===== src/rtl/alu_issue_stage.sv =====
// Two-register elastic issue stage around a combinational ALU: stage 1 holds the
// request driving the ALU, stage 2 captures the result plus status flags for writeback.
module alu_issue_stage #(
   parameter int unsigned WIDTH = 3,
   parameter int unsigned CNT_W = 8
) (
   input  logic             clk,
   input  logic             rst,
   input  logic             flush,
   input  logic             in_valid,
   output logic             in_ready,
   input  logic [WIDTH:0]   in_a,
   input  logic [WIDTH:0]   in_b,
   input  logic [1:0]       in_op,
   input  logic             in_ci,
   output logic [WIDTH:0]   alu_a,
   output logic [WIDTH:0]   alu_b,
   output logic [1:0]       alu_op,
   output logic             alu_ci,
   input  logic [WIDTH:0]   alu_out,
   input  logic             alu_cero,
   output logic             res_valid,
   input  logic             res_ready,
   output logic [WIDTH:0]   res_data,
   output logic [1:0]       res_op,
   output logic             flag_z,
   output logic             flag_n,
   output logic             res_err,
   output logic [CNT_W-1:0] done_cnt
);

   localparam int unsigned DW     = WIDTH + 1;
   localparam logic [1:0]  OP_DIV = 2'b10;
   localparam logic [1:0]  OP_SUB = 2'b11;

   logic s1_valid;
   logic s2_valid;
   logic adv2_c;
   logic accept_c;
   logic capture_c;
   logic consume_c;

   // Stage 1 moves forward whenever stage 2 is empty or draining this cycle.
   assign adv2_c    = s1_valid & (~s2_valid | res_ready);
   assign in_ready  = ~s1_valid | adv2_c;
   // Flush wins over both loads so a flushed cycle never refills a stage.
   assign accept_c  = in_valid & in_ready & ~flush;
   assign capture_c = adv2_c & ~flush;
   assign consume_c = s2_valid & res_ready;
   assign res_valid = s2_valid;

   // Stage 1: request registers feeding the ALU.
   always_ff @(posedge clk or negedge rst) begin
      if (!rst) begin
         s1_valid <= 1'b0;
         alu_a    <= '0;
         alu_b    <= '0;
         alu_op   <= '0;
         alu_ci   <= 1'b0;
      end else if (flush) begin
         s1_valid <= 1'b0;
      end else if (accept_c) begin
         s1_valid <= 1'b1;
         alu_a    <= in_a;
         alu_b    <= in_b;
         alu_op   <= in_op;
         alu_ci   <= in_ci;
      end else if (adv2_c) begin
         s1_valid <= 1'b0;
      end
   end

   // Stage 2: result, opcode and sticky status flags.
   always_ff @(posedge clk or negedge rst) begin
      if (!rst) begin
         s2_valid <= 1'b0;
         res_data <= '0;
         res_op   <= '0;
         flag_z   <= 1'b0;
         flag_n   <= 1'b0;
         res_err  <= 1'b0;
      end else if (flush) begin
         s2_valid <= 1'b0;
      end else if (capture_c) begin
         s2_valid <= 1'b1;
         res_data <= alu_out;
         res_op   <= alu_op;
         flag_z   <= alu_cero;
         flag_n   <= (alu_op == OP_SUB) ? alu_out[WIDTH] : 1'b0;
         res_err  <= (alu_op == OP_DIV) && (alu_b == DW'(0));
      end else if (consume_c) begin
         s2_valid <= 1'b0;
      end
   end

   // Completed-operation counter; flush does not touch it.
   always_ff @(posedge clk or negedge rst) begin
      if (!rst) begin
         done_cnt <= '0;
      end else if (consume_c) begin
         done_cnt <= done_cnt + CNT_W'(1);
      end
   end

endmodule


===== config.mk =====
export PLATFORM = sky130hd
export DESIGN_NAME = alu_issue_stage
export DESIGN_NICKNAME = d
export VERILOG_FILES = /design/src/rtl/alu_issue_stage.sv
export SDC_FILE = /design/constraint.sdc
export NUM_CORES = 1
export LEC_CHECK = 0
export BUFFER_PORTS_ARGS = -buffer_cell sky130_fd_sc_hd__buf_2
export CORE_UTILIZATION = 50
export CTS_CLUSTER_DIAMETER = 100
export DETAILED_ROUTE_END_ITERATION = 8
export PLACE_DENSITY = 0.82
export SYNTH_ARGS = -nofsm -noshare
export SYNTH_HDL_FRONTEND = slang
export SYNTH_SLANG_ARGS = --single-unit

===== constraint.sdc =====
create_clock -name clk -period 3.3 [get_ports clk]
set_input_delay 0.165 -clock clk [delete_from_list [all_inputs] [get_ports clk]]
set_output_delay 0.165 -clock clk [all_outputs]
set_load 0.05 [all_outputs]

==> results.json, run 1 <==
{
  "grt_pass1_vias": 847,
  "finalWorstSetupSlack_ns": 1.55,
  "cts.sinks": 30,
  "cp_cell_sequence": "and2b_1, nor3b_2, mux2_2",
  "die_w_um": 52.1,
  "synth_top_family_by_area": "multiplexers",
  "status": "completed",
  "dp_hpwl_um": 1750,
  "min_path_type": "in2reg",
  "track_usage_pct": 21.0,
  "cp_max_fo": 9,
  "area_growth_pct": 25.3,
  "syn_area_um2": 1260,
  "post-place-ws_ns": 1.57,
  "crit_path_end_kind": "register",
  "seq_area_frac_synth_pct": 59.8,
  "period_needed_ns": 1.75,
  "drv_slew": 0,
  "first_iter_violations": 4,
  "finalCritPeriodShare_pct": 53.0,
  "fin_total_pwr_w": 0.00113,
  "yosysUniqueCellTypes": 22,
  "cts_tree": "done",
  "antenna_found_initial": 0,
  "synth-compound-area-share_pct": 0.398,
  "htreeDepth": 2,
  "coreArea_um2": 2300,
  "tightest_slew_ns": 0.716,
  "antenna_left": 0,
  "port_buffers": 50,
  "routed_wl_um": 2420,
  "synth_area_leaders": "dfrtp_1, mux2_4, mux2_2, xnor2_1, nand4_1",
  "grt_setup_unrepaired": "no",
  "nets": 159,
  "drc_errors": 0,
  "antenna_cells": 0,
  "yosysTopAreaCell": "dfrtp_1",
  "grt_overflow": 0,
  "grt_pass1_wl_um": 3860,
  "wl_per_cell_um": 14.7,
  "grt_start_max_net_pins": 31,
  "cts_root_buf": "clkbuf_4",
  "row_count": 17,
  "ys.flop_type": "dfrtp_1",
  "synthAdderAreaFrac_pct": 0.996,
  "fmax_mhz": 572,
  "peakVddDrop_mv": 0.594,
  "syn_inst": 81,
  "die_height_um": 52.1,
  "synth_commonest_cells": "dfrtp_1, mux2_4, mux2_2, xnor2_1, nand4_1",
  "syn_area_per_cell_um2": 15.5,
  "start_util_pct": 54.7,
  "synthSimpleGateAreaFrac_pct": 10.1,
  "dr.pass1.iters": 4,
  "io_pins": 51,
  "critPathSlowestCell": "nor3b_2",
  "cts_buffer_depth": 2,
  "drive_gt1_share_pct": 56.2,
  "num_vias": 838,
  "numCtsBuffers": 5,
  "fin_setup_tns_ns": 0,
  "setup_viol": 0,
  "holdCritStartpoint": "flush",
  "die_area_um2": 2720,
  "clk_pin_slew_ns": 0.09,
  "insertion_delay_ns": 0.33,
  "critPathArrivalTime_ns": 1.97,
  "hold_viol": 0,
  "synth.most_common_cell": "dfrtp_1",
  "synthArstFlopShare_pct": 100,
  "place_congestion": 0.688,
  "p_per_area_nw_per_um2": 721,
  "ctsResizeCount": 0,
  "slew_headroom_pct": 52.1,
  "drv_cap": 0,
  "critical_path_class": "reg2reg",
  "cp.required_ns": 3.52,
  "synthMuxAreaShare_pct": 21.8,
  "cpPeakStageDelay_ns": 0.59,
  "critPathLaunch": "res_valid",
  "synth_top_area_share_pct": 59.8,
  "synth_enable_flop_cells": 0,
  "synth-seq-cells": 30,
  "r2r-start": "res_valid",
  "power_leakage_nw": 0.828,
  "cp-start-kind": "register",
  "syn_nets": 103,
  "synth_xor_area_share_pct": 4.88,
  "clock_skew_ns": 0.00557,
  "via_per_inst": 5.08,
  "yosys_warnings": 0
}
==> per-layer routing <==
layer	GRT usage (%)	wire, um	vias up	part of all wire, %
met5	0	0	-	0
met4	12.2	58	0	2.4
met3	7.89	191	8	7.9
met2	33.5	1170	38	48
met1	23.7	1010	395	41
li1	-	-	397	-
==> worst max-delay path, delay by kind of cell (launching register included) <==
family           cells  cell delay, ns
multiplexers         1            0.41
AND/OR/NAND/NOR      2            0.79
flip-flops           1            0.43
==> final cells by class <==
cell class                      count  area (um^2)
Clock buffer                        7         45.0
Fill cell                         183          723
Inverter                            1         3.75
Multi-Input combinational cell     48          479
Sequential cell                    30          751
Tap cell                           28         35.0
Timing Repair Buffer               51          260
==> timing repair <==
item                                    in CTS  in global routing
hold buffers                                 1                  0
endpoints found under the hold margin       30                  0
setup buffers                                0                  0
endpoints found under the setup margin       0                  0
==> power breakdown <==
part / total [W] / internal [W] / leakage (nW) / switching (W)
Clock: 0.000195 / 0.0000801 / 0.0254 / 0.000115
Sequential: 0.000499 / 0.000436 / 0.372 / 0.0000632
Combinational: 0.000440 / 0.000125 / 0.431 / 0.000315
==> cells in the final DEF, fill, tap and decap left out, types with 2 or more instances in the layout <==
master and instances:
mux2_2 9, buf_2 50, clkbuf_1 2, nand4_1 4, and3_1 2, dfrtp_1 30, mux2_4 10, mux2_1 2
nand2_1 2, xnor2_1 6, clkbuf_4 5, nor2_1 2
==> sequential cells by signal, summed over array words and instances (netlist names) <==
| name | count |
|---|---|
| flag_n | 1 |
| flag_z | 1 |
| res_valid | 1 |
| res_data | 4 |
| alu_a | 4 |
| alu_op | 2 |
| s1_valid | 1 |
| res_op | 2 |
| alu_b | 4 |
| alu_ci | 1 |
| res_err | 1 |
| done_cnt | 8 |
==> logic make-up (layout without fill, tap and decap cells) <==
group	count (synthesis)	in the layout
buffers and inverters	3	59
multiplexers	21	21
adder cells (fa/ha/maj)	1	1
AO/OA/AOI/OAI	1	1
XOR/XNOR	7	7
flip-flops	30	30
AND/OR/NAND/NOR	18	18
==> through the flow <==
stage / hold slack [ns] / util, % / instance area [um^2] / cells
floorplan: -0.131 / - / 1260 / 81
global placement: 0.218 / 66.1 / 1520 / 157
detailed placement: 0.225 / 66.1 / 1520 / 157
CTS: 0.0348 / 68.5 / 1570 / 165
global route: 0.0451 / 68.5 / 1570 / 165
finish: 0.0356 / 68.5 / 1570 / 165
==> worst paths after layout <==
kind	end	slack (ns)	cells after the start
worst min register to register	done_cnt[7]	0.47	1
worst max register to register	flag_z	1.55	3
worst min-delay path	res_valid	0.04	2
min in group asynchronous	flag_n	0.40	2
max in group asynchronous	res_data[1]	2.48	2
worst max-delay path	flag_z	1.55	3
No activity file was read; power rests on OpenSTA's default activity.
==> run 2, diff against run 1 <==
--- a/config.mk
+++ b/config.mk
@@ -6,10 +6,10 @@
 export NUM_CORES = 1
 export LEC_CHECK = 0
 export BUFFER_PORTS_ARGS = -buffer_cell sky130_fd_sc_hd__buf_2
-export CORE_UTILIZATION = 50
+export CORE_UTILIZATION = 47
 export CTS_CLUSTER_DIAMETER = 100
 export DETAILED_ROUTE_END_ITERATION = 8
-export PLACE_DENSITY = 0.82
+export PLACE_DENSITY = 0.78
 export SYNTH_ARGS = -nofsm -noshare
 export SYNTH_HDL_FRONTEND = slang
 export SYNTH_SLANG_ARGS = --single-unit
==> constraint.sdc (replaced) <==
create_clock -name clk -period 1.7 [get_ports clk]
set_input_delay 0.085 -clock clk [delete_from_list [all_inputs] [get_ports clk]]
set_output_delay 0.085 -clock clk [all_outputs]
set_load 0.05 [all_outputs]
==> run 2 against run 1 <==
Against the previous run:
- non-clock buffer count is 19 higher
- worst hold slack got worse by 0.0087 ns
- combinational power up 100%
- sequential cell count unchanged
- setup slack worse by 1.3 ns
- global-route usage is 1.1 points lower
- sequential share of layout area decreased by 5.6 points
- clock skew is 0.00053 ns higher
- clock power rose by 120%
- count of clock-buffer cells in the layout unchanged
- critical path type unchanged
- highest routed layer unchanged
==> results.json, run 2 (synthesis results as in run 1) <==
{
  "min_path_type": "in2reg",
  "cts_buffer_depth": 2,
  "die_height_um": 53.7,
  "cp-start-kind": "register",
  "largest_reg_flops": 8,
  "antenna_cells": 0,
  "p_per_area_nw_per_um2": 1280,
  "fmax_mhz": 687,
  "die_w_um": 53.7,
  "dp_hpwl_um": 1720,
  "crit_buf_inv": 1,
  "start_util_pct": 50.3,
  "place_congestion": 0.656,
  "critPathSlowestCell": "dfrtp_2",
  "antenna_found_initial": 0,
  "post-place-ws_ns": 0.253,
  "reg2reg_slack_ns": 0.24,
  "drv_slew": 0,
  "period_needed_ns": 1.46,
  "wl_per_cell_um": 13.2,
  "via_per_inst": 4.87,
  "die_area_um2": 2880,
  "hold_viol": 0,
  "finalWorstSetupSlack_ns": 0.244,
  "cp.required_ns": 1.91,
  "clock_skew_ns": 0.00610,
  "nets": 178,
  "dr.pass1.iters": 4,
  "clk_pin_slew_ns": 0.09,
  "finalCritPeriodShare_pct": 85.7,
  "io_pins": 51,
  "grt_setup_unrepaired": "no",
  "cts.sinks": 30,
  "grt_start_max_net_pins": 31,
  "hold_depth": 3,
  "antenna_left": 0,
  "rr_endpoint": "flag_z",
  "fillers": 177,
  "slew_headroom_pct": 57.5,
  "insertion_delay_ns": 0.32,
  "fin_setup_tns_ns": 0,
  "hold_ws_ns": 0.0268,
  "cts_tree": "done",
  "status": "completed",
  "final_util_pct": 71.5,
  "critical_path_class": "reg2reg",
  "critPathArrivalTime_ns": 1.66,
  "area_growth_pct": 42.2,
  "tightest_slew_ns": 0.637,
  "cp_cell_sequence": "and2b_1, nor3b_2, buf_4, mux2_2",
  "r2r-start": "res_valid",
  "first_iter_violations": 8,
  "num_vias": 911,
  "htreeDepth": 2,
  "row_count": 18,
  "regMostFlops": "done_cnt",
  "power_leakage_nw": 0.935,
  "min_delay_worst_endpoint": "s1_valid",
  "cp_top_family": "flip-flops",
  "track_usage_pct": 19.9,
  "setup_viol": 0,
  "cts_root_buf": "clkbuf_4",
  "grt_pass1_vias": 863,
  "grt_pass1_wl_um": 3870,
  "post_cts_buffers": 0,
  "coreArea_um2": 2500,
  "final_common_cell": "buf_2",
  "cp_max_fo": 9,
  "crit_path_end_kind": "register",
  "numCtsBuffers": 5,
  "layout_common_cells": "buf_2, dfrtp_1, dlygate4sd3_1",
  "peakVddDrop_mv": 1.12,
  "port_buffers": 50,
  "drive_gt1_share_pct": 52.2,
  "holdCritStartpoint": "in_valid",
  "routed_wl_um": 2470,
  "cpPeakStageDelay_ns": 0.45,
  "ff2ff_path_depth": 4,
  "grt_overflow": 0,
  "drv_cap": 0,
  "drc_errors": 0
}
==> run 2: metal layers <==
layer  part of all wire [%]  vias up  global-route usage, %
met1                     43      441                   23.2
met4                    1.5        0                   7.89
met3                    6.4        5                   7.91
met5                      0        -                      0
met2                     49       32                   32.5
li1                       -      433                      -
==> run 2: area by class of cell <==
type                    instances  area, um^2  share of cell area, %
clock buffers                   7        55.1                   3.08
clock inverters                 1        5.00                  0.280
inverters                       1        3.75                  0.210
multi-input cells              48         488                   27.3
flip-flops and latches         30         752                   42.1
well taps                      30        37.5                   2.10
repair buffers                 70         445                   24.9
==> run 2: worst min-delay path, delay by kind of cell <==
family	cells	cell delay, ns
AO/OA/AOI/OAI	1	0.06
buffers and inverters	2	0.17
==> run 2: how the worst max path moves through the flow <==
stage,start,cells past startpoint,slack [ns],endpoint
2_1_floorplan,res_valid,4,0.13,alu_a[0]
3_3_place_gp,res_valid,4,0.31,res_op[0]
3_5_place_dp,res_valid,4,0.25,res_op[1]
4_1_cts,res_valid,4,0.24,res_data[1]
5_1_grt,res_valid,4,0.17,res_data[2]
6_report,res_valid,4,0.24,flag_z
==> run 2: repair_timing <==
| item | in CTS | in global routing |
|---|---|---|
| endpoints found under the hold margin | 48 | 0 |
| hold buffers | 18 | 0 |
| resized for setup | 0 | 0 |
==> run 2: power by group <==
group	switching, W	leakage (nW)	total [W]	internal [W]
sequential	0.000111	0.370	0.000957	0.000846
combinational	0.000616	0.529	0.000887	0.000271
clock	0.000238	0.0353	0.000438	0.000200
==> run 2: metrics by stage <==
step,cell area (um^2),cells,total power (W)
detailed placement,1550,161,0.00183
finish,1790,187,0.00228
global route,1790,187,0.00241
global placement,1550,161,0.00182
floorplan,1270,81,0.00161
CTS,1790,187,0.00231
==> run 3, diff against run 2 <==
--- a/config.mk
+++ b/config.mk
@@ -6,10 +6,12 @@
 export NUM_CORES = 1
 export LEC_CHECK = 0
 export BUFFER_PORTS_ARGS = -buffer_cell sky130_fd_sc_hd__buf_2
-export CORE_UTILIZATION = 47
+export CELL_PAD_IN_SITES_DETAIL_PLACEMENT = 1
+export CELL_PAD_IN_SITES_GLOBAL_PLACEMENT = 1
+export CORE_UTILIZATION = 37
 export CTS_CLUSTER_DIAMETER = 100
 export DETAILED_ROUTE_END_ITERATION = 8
-export PLACE_DENSITY = 0.78
+export PLACE_DENSITY_LB_ADDON = 0.1
 export SYNTH_ARGS = -nofsm -noshare
 export SYNTH_HDL_FRONTEND = slang
 export SYNTH_SLANG_ARGS = --single-unit
==> run 3 against run 2 <==
Against the previous run:
- design area rose by 1.3%
- critical endpoint is now flag_n
- non-clock buffer count rose by 1
- clock power fell by 4%
- largest cell class unchanged
- critical path type unchanged
- sequential power rose by 1%
- count of clock-buffer cells in the layout did not move
- sequential cell count did not move
- die area rose by 26%
- fmax fell by 1.1%
==> results.json, run 3 (synthesis results as in run 1) <==
{
  "power_leakage_nw": 0.935,
  "start_util_pct": 40.2,
  "post_cts_buffers": 0,
  "grt_start_max_net_pins": 31,
  "power.share.clock_pct": 18.4,
  "die_height_um": 60.3,
  "io_pins": 51,
  "layout_common_cells": "buf_2, dfrtp_1, dlygate4sd3_1",
  "critPathArrivalTime_ns": 1.68,
  "insertion_delay_ns": 0.33,
  "row_count": 20,
  "antenna_cells": 0,
  "grt_overflow": 0,
  "crit_path_end_kind": "register",
  "seqPwrFrac_pct": 42.5,
  "switching_share_pct": 42.4,
  "track_usage_pct": 17.6,
  "drc_errors": 0,
  "cts_buffer_depth": 2,
  "fin_setup_tns_ns": 0,
  "drive_gt1_share_pct": 51.6,
  "p_int_w": 0.00131,
  "first_iter_violations": 19,
  "cts_tree": "done",
  "cp-start-kind": "register",
  "peakVddDrop_mv": 0.847,
  "final_common_cell": "buf_2",
  "tightest_slew_ns": 0.658,
  "setup_viol": 0,
  "fillers": 335,
  "dp_hpwl_um": 1900,
  "multi_input_area_um2": 488,
  "htreeDepth": 2,
  "finalCritPeriodShare_pct": 86.6,
  "status": "completed",
  "hold_viol": 0,
  "fmax_mhz": 680,
  "critical_path_class": "reg2reg",
  "grt_pass1_vias": 931,
  "coreArea_um2": 3130,
  "area_growth_pct": 44.0,
  "min_path_type": "in2reg",
  "period_needed_ns": 1.47,
  "cts.sinks": 30,
  "nets": 179,
  "regMostFlops": "done_cnt",
  "clk_pin_slew_ns": 0.09,
  "design_area_um2": 1810,
  "cp.required_ns": 1.91,
  "drv_slew": 0,
  "num_vias": 908,
  "via_per_inst": 4.52,
  "p_per_area_nw_per_um2": 1260,
  "dr.pass1.iters": 3,
  "antenna_left": 0,
  "clock_skew_ns": 0.0134,
  "drv_cap": 0,
  "die_area_um2": 3630,
  "wl_per_cell_um": 14.1,
  "p_sw_w": 0.000968,
  "port_buffers": 50,
  "antenna_found_initial": 0,
  "largest_reg_flops": 8,
  "cts_root_buf": "clkbuf_4",
  "slew_headroom_pct": 56.2,
  "die_w_um": 60.3,
  "combPwrFrac_pct": 39.1,
  "grt_setup_unrepaired": "no",
  "numCtsBuffers": 5,
  "regArea_um2": 752,
  "place_congestion": 0.677,
  "grt_pass1_wl_um": 4360,
  "placed_area_um2": 1560,
  "routed_wl_um": 2830,
  "cp_max_fo": 9
}
run 3: cell count changes in the layout (fill, tap and decap cells not counted):
cell | previous run | this run
dlygate4sd3_1 | 18 | 19
clkinv_2 | 1 | 0
run 3: cell type report:
type	count	area share, %
multi-input combinational	48	27.0
clock buffer	7	3.04
sequential	30	41.6
timing repair buffer	71	25.2
tap	44	3.04
inverter	1	0.207
run 3: timing repair:
item | CTS | global route
setup endpoints to repair | 0 | 0
hold endpoints to repair | 48 | 0
hold buffers | 19 | 0
gates resized for setup | 0 | 0
run 3: per-stage QoR:
stage / hold WS (ns) / utilization [%] / total power (W) / instances / setup WS (ns)
final: 0.0813 / 57.8 / 0.00228 / 201 / 0.228
after CTS: 0.0784 / 57.8 / 0.00230 / 201 / 0.213
after global placement: 0.147 / 50.0 / 0.00183 / 175 / 0.308
after detailed placement: 0.153 / 50.0 / 0.00185 / 175 / 0.240
after global routing: 0.0770 / 57.8 / 0.00239 / 201 / 0.151
after floorplan: -0.211 / - / 0.00161 / 81 / 0.133
run 3: power groups by stage:
stage	combinational [W]	clock, W	sequential (W)
after detailed placement	0.000864	0	0.000984
after global placement	0.000855	0	0.000975
after global routing	0.000941	0.000457	0.000992
final	0.000893	0.000420	0.000969
after floorplan	0.000184	0	0.00143
after CTS	0.000900	0.000434	0.000969
run 3: path summary, 6_finish.rpt:
kind / from / to / slack, ns / depth (start not counted)
worst min register to register: done_cnt[7] / done_cnt[7] / 0.48 / 1
min in group asynchronous: rst / res_data[2] / 0.33 / 2
worst min-delay path: res_ready / s1_valid / 0.08 / 3
worst max-delay path: res_valid / flag_n / 0.23 / 4
worst max register to register: res_valid / flag_n / 0.23 / 4
max in group asynchronous: rst / res_valid / 0.91 / 2
run 3: worst max-delay path, cell delays in order (launching register included):
cell	delay, ns
dfrtp_2	0.45
and2b_1	0.19
nor3b_2	0.16
buf_4	0.20
mux2_2	0.34
run 3: routing by layer:
| metal | up-vias | wire length [um] | track usage (%) |
|---|---|---|---|
| li1 | 435 | - | - |
| met4 | 0 | 51 | 12.0 |
| met1 | 434 | 1280 | 20.4 |
| met2 | 33 | 1330 | 27.6 |
| met5 | - | 0 | 0 |
| met3 | 6 | 161 | 5.41 |
